## src/rtl/vga_scan_gen.sv

```systemverilog
// Raster timing generator: divides the system clock to a pixel rate and walks
// horizontal/vertical phase FSMs, producing mutually aligned registered scan outputs.
module vga_scan_gen #(
    parameter int H_VISIBLE = 640,
    parameter int H_FP      = 16,
    parameter int H_SYNC    = 96,
    parameter int H_BP      = 48,
    parameter int V_VISIBLE = 480,
    parameter int V_FP      = 10,
    parameter int V_SYNC    = 2,
    parameter int V_BP      = 33,
    parameter int CLK_DIV   = 2
) (
    input  logic       Clk,
    input  logic       Reset,
    output logic       pixel_clk,
    output logic       hs,
    output logic       vs,
    output logic       Blank,
    output logic       sync,
    output logic [9:0] DrawX,
    output logic [9:0] DrawY,
    output logic       FrameTick,
    output logic [7:0] FrameCount
);

    localparam int H_TOTAL = H_VISIBLE + H_FP + H_SYNC + H_BP;
    localparam int V_TOTAL = V_VISIBLE + V_FP + V_SYNC + V_BP;
    localparam int DIV_W   = $clog2(CLK_DIV);

    localparam logic [DIV_W-1:0] DIV_LAST = DIV_W'(CLK_DIV - 1);
    localparam logic [DIV_W-1:0] DIV_HALF = DIV_W'(CLK_DIV / 2);

    // Coordinate values at which each phase begins
    localparam logic [9:0] X_FP   = 10'(H_VISIBLE);
    localparam logic [9:0] X_SYNC = 10'(H_VISIBLE + H_FP);
    localparam logic [9:0] X_BP   = 10'(H_VISIBLE + H_FP + H_SYNC);
    localparam logic [9:0] X_LAST = 10'(H_TOTAL - 1);
    localparam logic [9:0] Y_FP   = 10'(V_VISIBLE);
    localparam logic [9:0] Y_SYNC = 10'(V_VISIBLE + V_FP);
    localparam logic [9:0] Y_BP   = 10'(V_VISIBLE + V_FP + V_SYNC);
    localparam logic [9:0] Y_LAST = 10'(V_TOTAL - 1);

    typedef enum logic [1:0] {HS_ACT, HS_FP, HS_SYNC, HS_BP} h_state_t;
    typedef enum logic [1:0] {VS_ACT, VS_FP, VS_SYNC, VS_BP} v_state_t;

    h_state_t         h_state_reg, h_state_next;
    v_state_t         v_state_reg, v_state_next;
    logic [DIV_W-1:0] div_cnt_reg, div_cnt_next;
    logic [9:0]       x_reg, x_next;
    logic [9:0]       y_reg, y_next;
    logic             hs_reg, hs_next;
    logic             vs_reg, vs_next;
    logic             blank_reg, blank_next;
    logic             pclk_reg, pclk_next;
    logic             tick_reg, tick_next;
    logic [7:0]       frame_cnt_reg, frame_cnt_next;
    logic             pixel_en;
    logic             line_end;

    always_ff @(posedge Clk or posedge Reset) begin
        if (Reset) begin
            h_state_reg   <= HS_ACT;
            v_state_reg   <= VS_ACT;
            div_cnt_reg   <= '0;
            x_reg         <= '0;
            y_reg         <= '0;
            hs_reg        <= 1'b1;
            vs_reg        <= 1'b1;
            blank_reg     <= 1'b1;
            pclk_reg      <= 1'b0;
            tick_reg      <= 1'b0;
            frame_cnt_reg <= '0;
        end else begin
            h_state_reg   <= h_state_next;
            v_state_reg   <= v_state_next;
            div_cnt_reg   <= div_cnt_next;
            x_reg         <= x_next;
            y_reg         <= y_next;
            hs_reg        <= hs_next;
            vs_reg        <= vs_next;
            blank_reg     <= blank_next;
            pclk_reg      <= pclk_next;
            tick_reg      <= tick_next;
            frame_cnt_reg <= frame_cnt_next;
        end
    end

    always_comb begin
        h_state_next   = h_state_reg;
        v_state_next   = v_state_reg;
        x_next         = x_reg;
        y_next         = y_reg;
        line_end       = 1'b0;
        pixel_en       = (div_cnt_reg == DIV_LAST);
        div_cnt_next   = pixel_en ? '0 : div_cnt_reg + 1'b1;

        if (pixel_en) begin
            x_next = (x_reg == X_LAST) ? 10'd0 : x_reg + 10'd1;
            case (h_state_reg)
                HS_ACT:  if (x_next == X_FP)   h_state_next = HS_FP;
                HS_FP:   if (x_next == X_SYNC) h_state_next = HS_SYNC;
                HS_SYNC: if (x_next == X_BP)   h_state_next = HS_BP;
                HS_BP: begin
                    if (x_reg == X_LAST) begin
                        h_state_next = HS_ACT;
                        line_end     = 1'b1;
                    end
                end
                default: h_state_next = HS_ACT;
            endcase
        end

        // The vertical machine only moves at the end of a line
        if (line_end) begin
            y_next = (y_reg == Y_LAST) ? 10'd0 : y_reg + 10'd1;
            case (v_state_reg)
                VS_ACT:  if (y_next == Y_FP)   v_state_next = VS_FP;
                VS_FP:   if (y_next == Y_SYNC) v_state_next = VS_SYNC;
                VS_SYNC: if (y_next == Y_BP)   v_state_next = VS_BP;
                VS_BP:   if (y_reg == Y_LAST)  v_state_next = VS_ACT;
                default: v_state_next = VS_ACT;
            endcase
        end

        // Outputs come from next-state values so they land with the coordinates
        hs_next        = (h_state_next != HS_SYNC);
        vs_next        = (v_state_next != VS_SYNC);
        blank_next     = (h_state_next == HS_ACT) && (v_state_next == VS_ACT);
        pclk_next      = (div_cnt_next >= DIV_HALF);
        tick_next      = line_end && (y_next == Y_FP);
        frame_cnt_next = tick_next ? frame_cnt_reg + 8'd1 : frame_cnt_reg;
    end

    assign pixel_clk  = pclk_reg;
    assign hs         = hs_reg;
    assign vs         = vs_reg;
    assign Blank      = blank_reg;
    assign sync       = 1'b0;
    assign DrawX      = x_reg;
    assign DrawY      = y_reg;
    assign FrameTick  = tick_reg;
    assign FrameCount = frame_cnt_reg;

endmodule

```

## config.mk

```make
export PLATFORM = sky130hd
export DESIGN_NAME = vga_scan_gen
export DESIGN_NICKNAME = d
export VERILOG_FILES = /design/src/rtl/vga_scan_gen.sv
export SDC_FILE = /design/constraint.sdc
export NUM_CORES = 1
export LEC_CHECK = 0
export CAP_MARGIN = 20
export CORE_ASPECT_RATIO = 0.9
export CORE_UTILIZATION = 39
export CTS_CLUSTER_DIAMETER = 120
export DETAILED_ROUTE_END_ITERATION = 8
export PLACE_DENSITY = 0.6
export SLEW_MARGIN = 40
export SYNTH_ARGS = -nofsm -noshare
export SYNTH_HDL_FRONTEND = slang
export SYNTH_SLANG_ARGS = --single-unit
```

## constraint.sdc

```tcl
create_clock -name Clk -period 4.1 [get_ports Clk]
set_input_delay 0.82 -clock Clk [delete_from_list [all_inputs] [get_ports Clk]]
set_output_delay 0.82 -clock Clk [all_outputs]
set_load 0.01 [all_outputs]
```

### Word level (Yosys, flattened, before mapping)

Index checks and enable logic that the tools add are counted.

* shifts and indexed selects: 0
* bitwise operators: 0
* add/subtract/negate cells: 4
* $lt $le $gt $ge: 1
* mux-type cells: 19
* divide/modulo/power cells: 0
* equal/unequal tests: 17
* multipliers: 0
* reductions and logical operators: 6

Operators by type and width (count)
* 10-bit == test (second input constant): 5
* 10-bit by 9-bit == test with 1-bit output (second input constant): 4
* 10-bit 2-to-1 mux: 3
* 10-bit by 1-bit adder with 10-bit output (second input constant): 2
* 2-bit 2-to-1 mux: 10
* 2-bit case mux with 4 select lines: 2
* 8-bit by 1-bit adder with 8-bit output (second input constant): 1
* 2-bit == test (second input constant): 4
* 2-bit zero test: 4
* 2-bit by 1-bit == test with 1-bit output (second input constant): 2
* 1-bit 2-to-1 mux: 4
* 2-bit inequality test (second input constant): 2
* 1-bit logical AND: 2
* 1-bit adder (second input constant): 1
* 1-bit >= comparator (second input constant): 1

* ROM bits: 0
* bits in latches: 0
* memories kept: 0
* bits in registers: 38
* memory bits (writable): 0
* word-level logic and storage cells: 58

### Longest topological paths before layout

* depth after elaboration: 8
* gate-level depth with buffers: 10

### Worst setup path before layout

Ideal clock, no wire load.

* kind: flip-flop to flip-flop
* start: register x_reg[0] (netlist: DrawX[0])
* end: register frame_cnt_reg[6] (netlist: FrameCount[6])
* arrival time: 2.539 ns
* stages on the path, launching flop included: 10
* setup slack: 1.481 ns
* path buffers: 2
* cells stage by stage: dfrtp_1 ha_1 clkbuf_1 nand3_2 nor3_2 nand3_1 or4_1 buf_2 nor3_2 xor2_1

* word-level cells in the longest chain between the ends: 7

Ends and longest elaborated chain
* start, declared: line 50 `logic [9:0] x_reg, x_next;`
* start signal, assigned: line 78 `x_reg <= x_next;`
* 10-bit == test (*): line 105 `if (x_reg == X_LAST) begin`
* 1-bit 2-to-1 mux (*): line 105
* 1-bit 2-to-1 mux (*): line 100 `case (h_state_reg)`
* 1-bit 2-to-1 mux (*): line 98 `if (pixel_en) begin`
* 10-bit 2-to-1 mux: line 115 `if (line_end) begin`
* 10-bit by 9-bit == test with 1-bit output: line 131 `tick_next = line_end && (y_next == Y_FP);`
* 1-bit logical AND (*): line 131
* end signal, assigned: line 85 `frame_cnt_reg <= frame_cnt_next;`
* end, declared: line 57 `logic [7:0] frame_cnt_reg, frame_cnt_next;`

Every way passes the cells marked *; elsewhere a longest branch is shown, timed or not.
A chain may end at the register's enable or synchronous reset.

### Final worst setup path

* start: register y_reg[2] (netlist: DrawY[2])
* end: register frame_cnt_reg[6] (netlist: FrameCount[6])

* word-level cells in the longest chain between the ends: 5

Ends and longest elaborated chain
* start, declared: line 51 `logic [9:0] y_reg, y_next;`
* start signal, assigned: line 79 `y_reg <= y_next;`
* 10-bit by 1-bit adder with 10-bit output or 10-bit == test (tied branches): line 116 `y_next = (y_reg == Y_LAST) ? 10'd0 : y_reg + 10'd1;`
* 10-bit 2-to-1 mux (*): line 116
* 10-bit 2-to-1 mux (*): line 115
* named net y_next[9]: line 51
* 10-bit by 9-bit == test with 1-bit output (*): line 131
* 1-bit logical AND (*): line 131

Mark *: on every way through the listed nets, which the timed path passes. The rest lies on a longest branch.

==> results.tsv <==
metric	value	unit
start_util	0.411	
drv_slew	0	
htree_levels	2	
worstPathMaxFanout	14	
status	finished, final reports clean	
grtUsageTotal	0.174	
max_slew_margin	0.531	
grt_pass1_wl	9030	µm
grt_pass1_vias	1901	
dr.pass1.iters	4	
port_buffers	34	
cts_sinks	37	
core-area	5790	µm²
setup_tns	0	ns
antenna_found_initial	0	
n_antenna_cell	0	
fillers	585	
worst_pin_slew	0.700	ns
setup_violations	0	
syn_area_per_cell	9.00	µm²
ys_types	55	
gp_congestion	0.816	
rows	26	
totalPowerFinal	0.000632	W
vias	2016	
drv_cap	0	
start_kind	register	
finalCriticalPeriod	3.09	ns
arrival	3.30	ns
grt_start_max_net_pins	20	
synth_edf_count	0	
dieArea	6410	µm²
root_buffer	clkbuf_8	
drc	0	
synth_area	2380	µm²
hold_violations	0	
die_h	76.1	µm
cts_setup_buffers	0	
worst-endpoint-required	4.31	ns
cts_tree	done	
nets	294	
p_per_area	224	nW/µm²
cp-end-kind	register	
io_pins	36	
leakagePower	1.15	nW
clk_pin_slew	0.08	ns
layout_common_cells	34 x dfrtp_1, 34 x clkdlybuf4s50_1, 29 x nand2_1	
syn_nets	271	
cts_resized	0	
finClkSkew	0.00830	ns
dpl.hpwl	3710	µm
clock_latency	0.29	ns
synth-main-ff-cell	dfrtp_1	
detail_route.vias_per_cell	5.63	
postCtsHoldBufs	0	
areaGrowthSynthToFinish	18.4	%
die_x	84.3	µm
drive_gt1_frac	0.0938	
period_share	0.753	
synth_cells	264	
first_iter_violations	131	
yosys_warnings	0	
hp-class	register to register	
vdd_drop_max	111	µV
ys_ff_latch	37	
wl_per_cell	14.7	µm
r2r_slack	1.01	ns
cts.path.max_buffers	2	
final_util	0.486	
clock.fmax	0.324	GHz
grt_overflow	0	
rsz0062_at_grt	no	
ant_nets	0	
path_class	register to register	
ys_async_sr_fraction	1.00	
ys_seq_area_frac	0.391	
wl	5250	µm
cts_buffers	5	
## kinds of logic (layout without fill, tap and decap cells)
family / count (synthesis) / count (layout) / share of synthesized area
and+or+nand+nor: 122 / 122 / 0.304
buffers and inverters: 27 / 51 / 0.0479
adders and majority gates: 5 / 5 / 0.0263
xor gates and xnor gates: 22 / 22 / 0.0811
DFF: 37 / 37 / 0.391
AOI/OAI and AO/OA: 48 / 48 / 0.139
muxes: 2 / 2 / 0.00947
other: 1 / 1 / 0.00158
## cell usage after synthesis (2+ instances only)
cell | instances | area, µm²
nand2_1 | 29 | 109
and3_1 | 8 | 50.1
or2_2 | 2 | 12.5
nand3_1 | 9 | 45.0
buf_2 | 7 | 35.0
a21oi_1 | 7 | 35.0
nand4_1 | 11 | 68.8
nor3_2 | 3 | 30.0
nor4b_1 | 5 | 43.8
inv_1 | 8 | 30.0
nand3_2 | 2 | 20.0
a22o_1 | 2 | 17.5
mux2_2 | 2 | 22.5
or4_1 | 5 | 37.5
nand3b_1 | 3 | 22.5
o31ai_1 | 6 | 45.0
a211oi_1 | 2 | 15.0
a211o_1 | 2 | 17.5
xor2_1 | 10 | 87.6
nand2b_1 | 4 | 25.0
nor4_2 | 3 | 37.5
or3_1 | 2 | 12.5
o21ai_0 | 14 | 70.1
a21o_1 | 2 | 15.0
xnor2_1 | 12 | 105
a41oi_1 | 2 | 17.5
ha_1 | 5 | 62.6
nand4b_1 | 2 | 17.5
dfstp_2 | 3 | 78.8
nor3_1 | 6 | 30.0
clkbuf_1 | 10 | 37.5
nor2_1 | 18 | 67.6
dfrtp_1 | 34 | 851
and2_1 | 3 | 18.8
## stage by stage
step	setup WS (ns)	cells	area, µm²	hold slack (ns)
after floorplan	1.48	264	2380	0.504
after global placement	1.09	350	2730	0.470
after detailed placement	1.00	350	2730	0.469
after CTS	0.980	358	2820	0.484
after global routing	0.766	358	2820	0.495
final	1.01	358	2820	0.473
## where the power goes
group | switching (W) | internal, W | leakage (nW)
registers | 0 | 0.000365 | 0.492
logic | 0.00000778 | 0.00000153 | 0.609
clock network | 0.000140 | 0.000117 | 0.0439
total | 0.000148 | 0.000484 | 1.15
## critical path: stages (launching register included)
cell	delay, ns
dfrtp_1	0.60
nor4bb_1	0.33
nand4_1	0.49
a211o_1	0.41
a21o_1	0.21
or4_1	0.60
nor3_2	0.18
xor2_1	0.18
## final timing paths
kind,cells past startpoint,end,start
hold reg to reg,1,FrameCount[7],FrameCount[7]
hold / removal,1,FrameCount[7],FrameCount[7]
setup / recovery,7,FrameCount[6],DrawY[2]
setup reg to reg,7,FrameCount[6],DrawY[2]
max in group asynchronous,3,DrawY[4],Reset
min in group asynchronous,2,DrawX[7],Reset
## area by class of cell
type	count	area [µm²]	area share
clock buffers	5	68.8	0.0244
clock inverters	3	17.5	0.00622
inverters	8	30.0	0.0107
multi-input cells	200	1330	0.474
flip-flops and latches	37	930	0.330
well taps	70	87.6	0.0311
repair buffers	35	348	0.124
## routing by layer
metal,part of all wire,global-route usage
met1,0.53,0.247
met3,0.032,0.0368
met5,0,0
met2,0.43,0.270
met4,0.0070,0.0483
Power figures use the tool's default switching activity.
